--- src/rtl/ppu_pkg.sv ---
// Shared types for the PPU tile-cycle controller: phase encoding and read-port grant.
package ppu_pkg;

  localparam int NEIGHBOR_COUNT = 8;

  typedef enum logic [2:0] {
    IDLE       = 3'd0,
    EXCHANGE   = 3'd1,
    DRAIN      = 3'd2,
    ACCUMULATE = 3'd3,
    COMMIT     = 3'd4
  } phase_t;

  typedef enum logic {
    GRANT_PARTIAL = 1'b0,
    GRANT_ACCUM   = 1'b1
  } grant_t;

endpackage

--- src/rtl/ppu_watchdog.sv ---
// Saturating cycle counter guarding the halo exchange. expired fires on the
// TIMEOUT_CYCLES-th enabled cycle after a clear.
module ppu_watchdog #(
  parameter int TIMEOUT_CYCLES = 65535
) (
  input  logic clk,
  input  logic reset_n,
  input  logic clear,
  input  logic enable,
  output logic expired
);

  localparam int CW = $clog2(TIMEOUT_CYCLES + 1);
  localparam logic [CW-1:0] SAT  = CW'(TIMEOUT_CYCLES);
  localparam logic [CW-1:0] LAST = CW'(TIMEOUT_CYCLES - 1);

  logic [CW-1:0] count_q, count_d;

  // Next count: clear wins, otherwise count enabled cycles up to saturation.
  always_comb begin
    count_d = count_q;
    if (clear)                        count_d = '0;
    else if (enable && count_q != SAT) count_d = count_q + CW'(1);
  end

  // Counter register.
  always_ff @(posedge clk or negedge reset_n) begin
    if (!reset_n) count_q <= '0;
    else          count_q <= count_d;
  end

  // count_q holds the number of enabled cycles already completed, so this is
  // the last allowed cycle.
  assign expired = enable && !clear && (count_q == LAST);

endmodule

--- src/rtl/ppu_phase_controller.sv ---
// Sequences one PPU tile: exchange halo, drain neighbour inputs, accumulate,
// commit. Owns the activation-buffer read port and the exchange watchdog.
module ppu_phase_controller
  import ppu_pkg::*;
#(
  parameter int BANK_COUNT     = 256,
  parameter int TILE_SIZE      = 256,
  parameter int TIMEOUT_CYCLES = 65535
) (
  input  logic                          clk,
  input  logic                          reset_n,
  input  logic                          channel_group_done,
  input  logic                          partial_exchange_done,
  input  logic [NEIGHBOR_COUNT-1:0]     neighbor_exchange_done,
  input  logic                          leftover_inputs,
  input  logic                          accumulate_done,
  input  logic [$clog2(BANK_COUNT)-1:0] partial_bank_read,
  input  logic [$clog2(TILE_SIZE)-1:0]  partial_bank_entry,
  input  logic [$clog2(BANK_COUNT)-1:0] accum_bank_read,
  input  logic [$clog2(TILE_SIZE)-1:0]  accum_bank_entry,
  output logic [$clog2(BANK_COUNT)-1:0] buffer_bank_read,
  output logic [$clog2(TILE_SIZE)-1:0]  buffer_bank_entry,
  output logic                          partial_start,
  output logic                          accum_enable,
  output phase_t                        phase,
  output logic                          tile_done,
  output logic                          timeout_error,
  output logic                          overrun
);

  phase_t                    state_q, state_d;
  grant_t                    grant_q, grant_d;
  logic [NEIGHBOR_COUNT-1:0] nbr_seen_q, nbr_seen_d, nbr_next;
  logic                      partial_start_q, partial_start_d;
  logic                      timeout_error_q, timeout_error_d;
  logic                      overrun_q, overrun_d;
  logic                      wd_clear, wd_en, wd_expired;

  assign wd_clear = (state_q == IDLE) && channel_group_done;
  assign wd_en    = (state_q == EXCHANGE) || (state_q == DRAIN);
  // Neighbour done is a level that may drop again; remember every bit seen.
  assign nbr_next = nbr_seen_q | neighbor_exchange_done;

  ppu_watchdog #(.TIMEOUT_CYCLES(TIMEOUT_CYCLES)) u_watchdog (
    .clk     (clk),
    .reset_n (reset_n),
    .clear   (wd_clear),
    .enable  (wd_en),
    .expired (wd_expired)
  );

  // Next phase, neighbour mask and sticky status; watchdog expiry overrides the sequence.
  always_comb begin
    state_d         = state_q;
    nbr_seen_d      = nbr_seen_q;
    partial_start_d = 1'b0;
    timeout_error_d = timeout_error_q;
    overrun_d       = overrun_q | (channel_group_done && state_q != IDLE);
    case (state_q)
      IDLE: if (channel_group_done) begin
        state_d         = EXCHANGE;
        partial_start_d = 1'b1;
      end
      EXCHANGE: begin
        nbr_seen_d = nbr_next;
        if (partial_exchange_done) state_d = DRAIN;
      end
      DRAIN: begin
        nbr_seen_d = nbr_next;
        if ((&nbr_next) && !leftover_inputs) state_d = ACCUMULATE;
      end
      ACCUMULATE: if (accumulate_done) state_d = COMMIT;
      COMMIT: begin
        nbr_seen_d = '0;
        state_d    = IDLE;
      end
      default: state_d = IDLE;
    endcase
    if (wd_expired) begin
      state_d         = IDLE;
      nbr_seen_d      = '0;
      timeout_error_d = 1'b1;
    end
    grant_d = (state_d == ACCUMULATE) ? GRANT_ACCUM : GRANT_PARTIAL;
  end

  // Controller state registers.
  always_ff @(posedge clk or negedge reset_n) begin
    if (!reset_n) begin
      state_q         <= IDLE;
      grant_q         <= GRANT_PARTIAL;
      nbr_seen_q      <= '0;
      partial_start_q <= 1'b0;
      timeout_error_q <= 1'b0;
      overrun_q       <= 1'b0;
    end else begin
      state_q         <= state_d;
      grant_q         <= grant_d;
      nbr_seen_q      <= nbr_seen_d;
      partial_start_q <= partial_start_d;
      timeout_error_q <= timeout_error_d;
      overrun_q       <= overrun_d;
    end
  end

  // Read port mux keyed by the registered grant, so it only switches on clock edges.
  assign buffer_bank_read  = (grant_q == GRANT_ACCUM) ? accum_bank_read  : partial_bank_read;
  assign buffer_bank_entry = (grant_q == GRANT_ACCUM) ? accum_bank_entry : partial_bank_entry;

  assign partial_start = partial_start_q;
  assign accum_enable  = (state_q == ACCUMULATE);
  assign tile_done     = (state_q == COMMIT);
  assign phase         = state_q;
  assign timeout_error = timeout_error_q;
  assign overrun       = overrun_q;

endmodule
--- config.mk ---
export PLATFORM = sky130hd
export DESIGN_NAME = ppu_phase_controller
export DESIGN_NICKNAME = d
export VERILOG_FILES = /design/src/rtl/ppu_pkg.sv /design/src/rtl/ppu_watchdog.sv /design/src/rtl/ppu_phase_controller.sv
export SDC_FILE = /design/constraint.sdc
export NUM_CORES = 1
export LEC_CHECK = 0
export ABC_AREA = 0
export BUFFER_PORTS_ARGS = -buffer_cell sky130_fd_sc_hd__buf_4
export CAP_MARGIN = 20
export CORE_MARGIN = 4
export CORE_UTILIZATION = 45
export DETAILED_ROUTE_END_ITERATION = 10
export GPL_ROUTABILITY_DRIVEN = 0
export HOLD_SLACK_MARGIN = 0.05
export PLACE_DENSITY = 0.75
export SLEW_MARGIN = 20
export SYNTH_ARGS = -nofsm -noshare
export SYNTH_HDL_FRONTEND = slang
export SYNTH_SLANG_ARGS = --single-unit
--- constraint.sdc ---
create_clock -name clk -period 2.35 [get_ports clk]
set_clock_uncertainty 0.05 [all_clocks]
set_input_delay 0.705 -clock clk [delete_from_list [all_inputs] [get_ports clk]]
set_output_delay 0.705 -clock clk [all_outputs]
set_load 0.05 [all_outputs]
# Word level (Yosys, flattened, before mapping)
# Index checks and enable logic that the tools add are counted.
[word_totals] ff_bits=31 latch_bits=0 ramBits=0 rom_bits=0 memories=0
[op_classes] add_sub_neg=1 n_mul=0 div=0 n_lt_le_gt_ge=0 eq_ne=7 shifts=0 muxes=15 bitwise_logic=2 reduce_logical=15
[op_table] cell="$mux W16" count=2
[op_table] cell="$mux W8" count=3
[op_table] cell="$add A16 B1 Y16 const B" count=1
[op_table] cell="$eq A16 B16 Y1 const B" count=1
[op_table] cell="$ne A16 B16 Y1 const B" count=1
[op_table] cell="$pmux W8 S2" count=1
[op_table] cell="$mux W3" count=5
[op_table] cell="$pmux W3 S4" count=1
[op_table] cell="$eq A3 B2 Y1 const B" count=3
[op_table] cell="$or A8 B8 Y8" count=1
[op_table] cell="$reduce_and A8 Y1" count=1
[op_table] cell="$logic_and A1 B1 Y1" count=6
[op_table] cell="$reduce_bool A3 Y1" count=2
[op_table] cell="$eq A3 B1 Y1 const B" count=1
[op_table] cell="$eq A3 B3 Y1 const B" count=1
[op_table] cell="$logic_not A3 Y1" count=1
[op_table] cell="$mux W1" count=3
[op_table] cell="$logic_not A1 Y1" count=2
[op_table] cell="$reduce_bool A2 Y1" count=1
[op_table] cell="$reduce_or A2 Y1" count=1
[op_table] cell="$logic_or A1 B1 Y1" count=1
[op_table] cell="$or A1 B1 Y1" count=1

# Depth between registers and ports, before layout
# Gate-level depths: netlist of the first run.
[depth] word_depth=8 ltp_mapped=8

# Cells and area by module
# From an unflattened synthesis of the first run, not the netlist that was laid out.
[unflattened] hier_cells=188 hier_area_um2=1823.0
[modules_own_cells] mod="ppu_watchdog" n_inst=1 cells_each=107 area_per_inst_um2=955.9 seq_area_each_um2=400.4
[modules_own_cells] mod="ppu_phase_controller" n_inst=1 cells_each=81 area_per_inst_um2=867.1 seq_area_each_um2=375.4

# Worst setup path after synthesis of the first run
# Ideal clock, no wire load.
[synth_timing] kind="flip-flop to output port" startpoint="register state_q[2] (netlist: phase[2])" endpoint="output tile_done" arrival_time_ns=2.003 required_time_ns=1.595 path_slack_ns=-0.408 path_stages_with_launch=3 cell_sequence="dfrtp_1 inv_1 nor3_1"
[synth_via] elab_chain_len=1
[synth_rtl] element="start: declaration" line_no="ppu_phase_controller.sv:31" rtl="phase_t state_q, state_d;"
[synth_rtl] element="start signal: assignment" line_no="ppu_phase_controller.sv:97" rtl="state_q <= state_d;"
[synth_rtl] element="$eq A3 B3 Y1" line_no="ppu_phase_controller.sv:112" rtl="assign tile_done = (state_q == COMMIT);"
[synth_rtl] element="end: declaration" line_no="ppu_phase_controller.sv:26" rtl="output logic tile_done,"
# Every way passes these cells.

# Worst setup path after layout of the first run
[layout_timing] startpoint="register grant_q" endpoint="output buffer_bank_entry[4]"
[layout_via] elab_chain_len=1
[layout_rtl] element="start: declaration" line_no="ppu_phase_controller.sv:32" rtl="grant_t grant_q, grant_d;"
[layout_rtl] element="start signal: assignment" line_no="ppu_phase_controller.sv:98" rtl="grant_q <= grant_d;"
[layout_rtl] element="$mux W8" line_no="ppu_phase_controller.sv:108" rtl="assign buffer_bank_entry = (grant_q == GRANT_ACCUM) ? accum_bank_entry : partial_bank_entry;"
[layout_rtl] element="end: declaration" line_no="ppu_phase_controller.sv:22" rtl="output logic [$clog2(TILE_SIZE)-1:0] buffer_bank_entry,"
# Every way passes these cells.

==> results.toml, run 1 <==
[timing]
setup_violations = 0
relSlewSlack_pct = 63.8
clock.fmax_mhz = 466
finalHoldViolations = 0
fin_setup_tns_ps = 0
drv_slew = 0
rsz0062_at_grt = "no"
worst_pin_slew_ps = 540
timing.final.crit_share_pct = 91.3
min_period_ps = 2150

[clock_network]
cts-root-buf = "clkbuf_8"
cts_tree = "done"
ctsResizeCount = 0
cts.clk_slew.worst_paths_ps = 60
clock_path_buffers = 2
insertion_delay_ps = 280
cts_max_level = 2
clock-sinks = 31
post_cts_buffers = 0
holdBufCountCts = 0
cts_buffers = 5

[global_route]
grt_max_degree = 32
overflow = 0
met1_usage_pct = 19.8
grt_pass1_wl_um = 6670
track_usage_pct = 16.8
busiest_layer = "met2"
grt_pass1_vias = 1439
grt_antenna_before_repair = 0
met3_usage_pct = 7.39
grtUsageMet2_pct = 27.1

[die]
num_rows = 22
start_util_pct = 47.4
die_area_um2 = 5010
num_io_pins = 70
fp.dieH_um = 70.8
core_um2 = 3740
die_x_um = 70.8

[flow_run]
drv_cap = 0

[critical_path]
crit_chain = "buf_4 -> mux2_2 -> buf_4"
cpMostUsedCell = "buf_4"
crit_type = "register to output port"
arrival_ps = 1390
cp_max_fo = 16
crit_path_end_kind = "output port"
cp_data_required_time_ps = 1590
reg2reg_from = "phase[0]$_DFF_PN0_"
r2r_setup_slack_ps = 460
path_delay_family = "buffers and inverters"
start_kind = "register"
path_depth = 3
worstSetupEndpoint = "buffer_bank_entry[4]"
critPathBufInv = 2
timing.critical_path.from = "grant_q$_DFF_PN0_"
r2r-end = "u_watchdog.count_q[9]$_DFFE_PN0P_"
ff2ff_path_depth = 5
critPathMaxStageDelay_ps = 370
cpMaxStageDelayCell = "mux2_2"

[finish]
layout.nets = 297
syn_to_final_growth_pct = 37.1
fin_util_pct = 65.0
drive_gt1_share_pct = 43.6
antenna_cells = 0

[drt]
vias_per_cell = 5.09
ant_nets = 0
first_pass_iters = 4
drtIter0Drc = 21
wl_per_cell_um = 13.7
drc = 0
dr_total_vias = 1518
routed_wl_um = 4090

[power_and_ir_drop]
power.density_nw_per_um2 = 1080
leakage_nw = 1.11
peakVddDrop_v = 0.000552

[hold_path]
hold_path_class = "input port to asynchronous set/reset pin"

[synthesis]
synth_fp_nets = 226
syn_avg_cell_area_um2 = 9.97
synth_compound_area_share_pct = 7.33
synth_area_um2 = 1780
yosysTopAreaCellShare_pct = 43.7
synth_warnings = 0
synth_xor_area_share_pct = 5.92
ys_ff_latch = 31
yosysSeqAreaShare_pct = 43.7
synth_area_leader_cell = "dfrtp_1"
yosys.area_share.simple_pct = 23.5
yosys-top-cells-area = "dfrtp_1 (44%), mux2_2 (11%), nor2_1 (6.6%)"
yosys_most_used_dff = "dfrtp_1"
synth_top_family_by_area = "simple AND/OR/NAND/NOR gates"
muxShareOfSynthArea_pct = 13.0
synth_edf_count = 0
ys_types = 33
synthCells = 178
async_flop_share_pct = 100
synth_fa_ha_area_share_pct = 1.41

[run_status]
outcome = "finished clean"

[placement]
hpwl_um = 3190
io_buffers = 69
[how the worst min path moves through the flow]
stage	from	to	slack, ps	cells after the start
after CTS	reset_n	u_watchdog.count_q[0]$_DFFE_PN0P_	300	1
after global routing	reset_n	u_watchdog.count_q[10]$_DFFE_PN0P_	310	1
after floorplan	reset_n	grant_q$_DFF_PN0_	360	0
final	reset_n	u_watchdog.count_q[10]$_DFFE_PN0P_	290	1
after global placement	timeout_error$_DFFE_PN0P_	timeout_error$_DFFE_PN0P_	410	1
after detailed placement	timeout_error$_DFFE_PN0P_	timeout_error$_DFFE_PN0P_	410	1
[through the flow]
step | instance area (µm²) | hold WS [ps] | setup WS (ps) | instances | power [mW]
6_report | 2430 | 288 | 204 | 298 | 2.63
5_1_grt | 2430 | 314 | 154 | 298 | 2.79
4_1_cts | 2430 | 301 | 186 | 298 | 2.65
3_5_place_dp | 2320 | 414 | 329 | 290 | 2.11
3_3_place_gp | 2320 | 410 | 331 | 290 | 2.09
2_1_floorplan | 1780 | 359 | 13.9 | 178 | 1.78
[logic make-up (layout without fill, tap and decap cells)]
kind of cell / count (synthesis) / count (layout)
adder cells (fa/ha/maj): 2 / 2
buffers and inverters: 15 / 87
AND/OR/NAND/NOR: 75 / 75
XOR/XNOR: 12 / 12
flip-flops: 31 / 31
multiplexers: 21 / 21
AO/OA/AOI/OAI: 22 / 22
[cell usage in the layout, fill, tap and decap left out, drive strengths merged, types with 2 or more instances in the layout]
cell	count
xnor2	11
o22ai	4
a211oi	3
inv	7
nor2	31
mux2	17
nand2	12
buf	72
nand3	6
mux2i	4
clkbuf	6
or2	4
nor3	6
dfrtp	31
nor4b	3
ha	2
a21oi	9
o21ai	3
nand4	4
nor4	5
and3	2
[report_power, final]
part           switching (mW)  leakage (nW)  internal (mW)
Combinational           0.822         0.670          0.486
Sequential              0.130         0.382          0.656
Clock                   0.193        0.0612          0.343
Total                    1.14          1.11           1.48
[state kept, by name (all words and copies together) (netlist names)]
| name | flops |
|---|---|
| partial_start | 1 |
| grant_q | 1 |
| overrun | 1 |
| u_watchdog.count_q | 16 |
| phase | 3 |
| nbr_seen_q | 8 |
| timeout_error | 1 |
[cell type report]
cell class                      count  area, µm²
Multi-Input combinational cell    132        915
Inverter                            7       26.3
Tap cell                           48       60.1
Clock inverter                      2       35.0
Fill cell                         321       1310
Sequential cell                    31        776
Clock buffer                        6       82.6
Timing Repair Buffer               72        541
[metal layers]
layer	vias up	wire [µm]
met4	0	51
met1	692	1660
met5	-	0
met2	64	1890
met3	4	485
li1	758	-
[cells in the mapped netlist, drive strengths merged, types with 5 or more instances]
cell	instances
a21oi	9
xnor2	11
dfrtp	31
mux2	17
nand2	12
nor4	5
nand3	6
inv	7
buf	5
nor3	6
nor2	31
Power figures use the tool's default switching activity.
==> inputs of run 2 (changes only) <==
CORE_ASPECT_RATIO = 0.5   (was not set)
==> run 2 against run 1 <==
Clock power fell by 15%. Sequential power rose by 0.8%. Largest cell class unchanged. Power fell by 2.7%. Design area fell by 0.57%. First-iteration DRC count rose to 4.4 times the previous value. Clock-buffer cell count rose by 2. Critical endpoint is now buffer_bank_read[3]. Non-clock buffer count did not move. Hold slack improved by 9.8 ps. Utilization rose by 2.1 points.
==> results.toml, run 2 (synthesis gave the netlist of run 1 again) <==
[placement]
placed_area_um2 = 2320
dp_cells = 293
io_buffers = 69
hpwl_um = 3270

[drt]
drc = 0
dr_total_vias = 1520
routed_wl_um = 4250
vias_per_cell = 5.05
first_pass_iters = 4
ant_nets = 0
drtIter0Drc = 92
wl_per_cell_um = 14.1

[power_and_ir_drop]
seq_power_share_pct = 31.0
p_int_mw = 1.41
p_sw_share_pct = 44.9
power_frac_comb_pct = 51.3
switchingPower_mw = 1.15
power.density_nw_per_um2 = 1060
clockPowerShare_pct = 17.8
peakVddDrop_v = 0.000407
p_total_mw = 2.56
leakage_nw = 1.10

[clock_network]
cts-root-buf = "clkbuf_8"
insertion_delay_ps = 280
cts_buffers = 5
clock-sinks = 31
clock_path_buffers = 2
holdBufCountCts = 0
cts.clk_slew.worst_paths_ps = 60
cts_max_level = 2
cts_tree = "done"
ctsResizeCount = 0
post_cts_buffers = 0

[timing]
rsz0062_at_grt = "no"
finalHoldViolations = 0
relSlewSlack_pct = 60.3
clock.fmax_mhz = 465
fin_setup_tns_ps = 0
min_period_ps = 2150
worst_pin_slew_ps = 593
drv_slew = 0
setup_violations = 0
timing.final.crit_share_pct = 91.5

[die]
core_um2 = 3600
die_area_um2 = 5080
num_io_pins = 70
num_rows = 15
die_x_um = 96.8
start_util_pct = 49.3
fp.dieH_um = 52.4

[finish]
largest_reg_flops = 16
fin_cells = 301
fin_util_pct = 67.2
layout.nets = 297
drive_gt1_share_pct = 43.2
final_cell_mix = "buf_4 (72), nor2_1 (31), dfrtp_1 (31)"
final_common_cell = "buf_4"
design_area_um2 = 2420
syn_to_final_growth_pct = 36.4
antenna_cells = 0
largest-register = "u_watchdog.count_q"
fillers = 278

[critical_path]
ff2ff_path_depth = 5
crit_path_end_kind = "output port"
start_kind = "register"
timing.critical_path.from = "grant_q$_DFF_PN0_"
worstSetupEndpoint = "buffer_bank_read[3]"
reg2reg_from = "phase[1]$_DFF_PN0_"
cp_max_fo = 16
arrival_ps = 1400
r2r-end = "u_watchdog.count_q[13]$_DFFE_PN0P_"
r2r_setup_slack_ps = 490
crit_type = "register to output port"
cp_data_required_time_ps = 1590

[run_status]
outcome = "finished clean"

[global_route]
grt_max_degree = 32
grt_pass1_vias = 1523
track_usage_pct = 17.7
grt_pass1_wl_um = 7090
overflow = 0
grt_antenna_before_repair = 0

[hold_path]
hold_path_class = "input port to asynchronous set/reset pin"

[flow_run]
drv_cap = 0
-- run 2: cell types whose count changed in the layout (fill, tap and decap cells not counted) --
cell       before  now
clkinv_2        1    0
bufinv_16       1    0
clkbuf_8        6    7
clkbuf_1        0    1
-- run 2: worst max-delay path: stages, from the launching register on --
cell and delay (ps):
dfrtp_1 330, buf_4 230, mux2_2 360, buf_4 190
-- run 2: how the worst min path moves through the flow --
stage                                             end  cells after the start                      start  slack (ps)
global route        u_watchdog.count_q[4]$_DFFE_PN0P_                      1                    reset_n         320
finish              u_watchdog.count_q[4]$_DFFE_PN0P_                      1                    reset_n         300
CTS                 u_watchdog.count_q[5]$_DFFE_PN0P_                      1                    reset_n         310
detailed placement          timeout_error$_DFFE_PN0P_                      1  timeout_error$_DFFE_PN0P_         410
global placement            timeout_error$_DFFE_PN0P_                      1  timeout_error$_DFFE_PN0P_         400
floorplan                           grant_q$_DFF_PN0_                      0                    reset_n         360
-- run 2: power groups by stage --
stage	combinational [mW]	clock [mW]	sequential (mW)
final	1.31	0.454	0.792
after global routing	1.41	0.500	0.809
after CTS	1.32	0.469	0.792
after detailed placement	1.32	0	0.801
after global placement	1.30	0	0.791
after floorplan	0.946	0	0.833
-- run 2: cell type report --
type	instances	area, µm²	area share [%]
Tap cell	51	63.8	2.64
Sequential cell	31	776	32.0
Timing Repair Buffer	72	541	22.3
Inverter	7	26.3	1.09
Multi-Input combinational cell	132	915	37.8
Clock buffer	8	100	4.13
-- run 2: metrics by stage --
| step | hold WS, ps | worst slack [ps] |
|---|---|---|
| 3_3_place_gp | 403 | 342 |
| 5_1_grt | 322 | 138 |
| 6_report | 298 | 200 |
| 4_1_cts | 306 | 178 |
| 3_5_place_dp | 410 | 336 |
| 2_1_floorplan | 359 | 13.9 |
-- run 2: layer usage --
metal  track usage (%)  wire length, µm
met1              21.2             1920
met2              30.7             2010
met3              5.05              237
met4              7.23               90
met5                 0                0
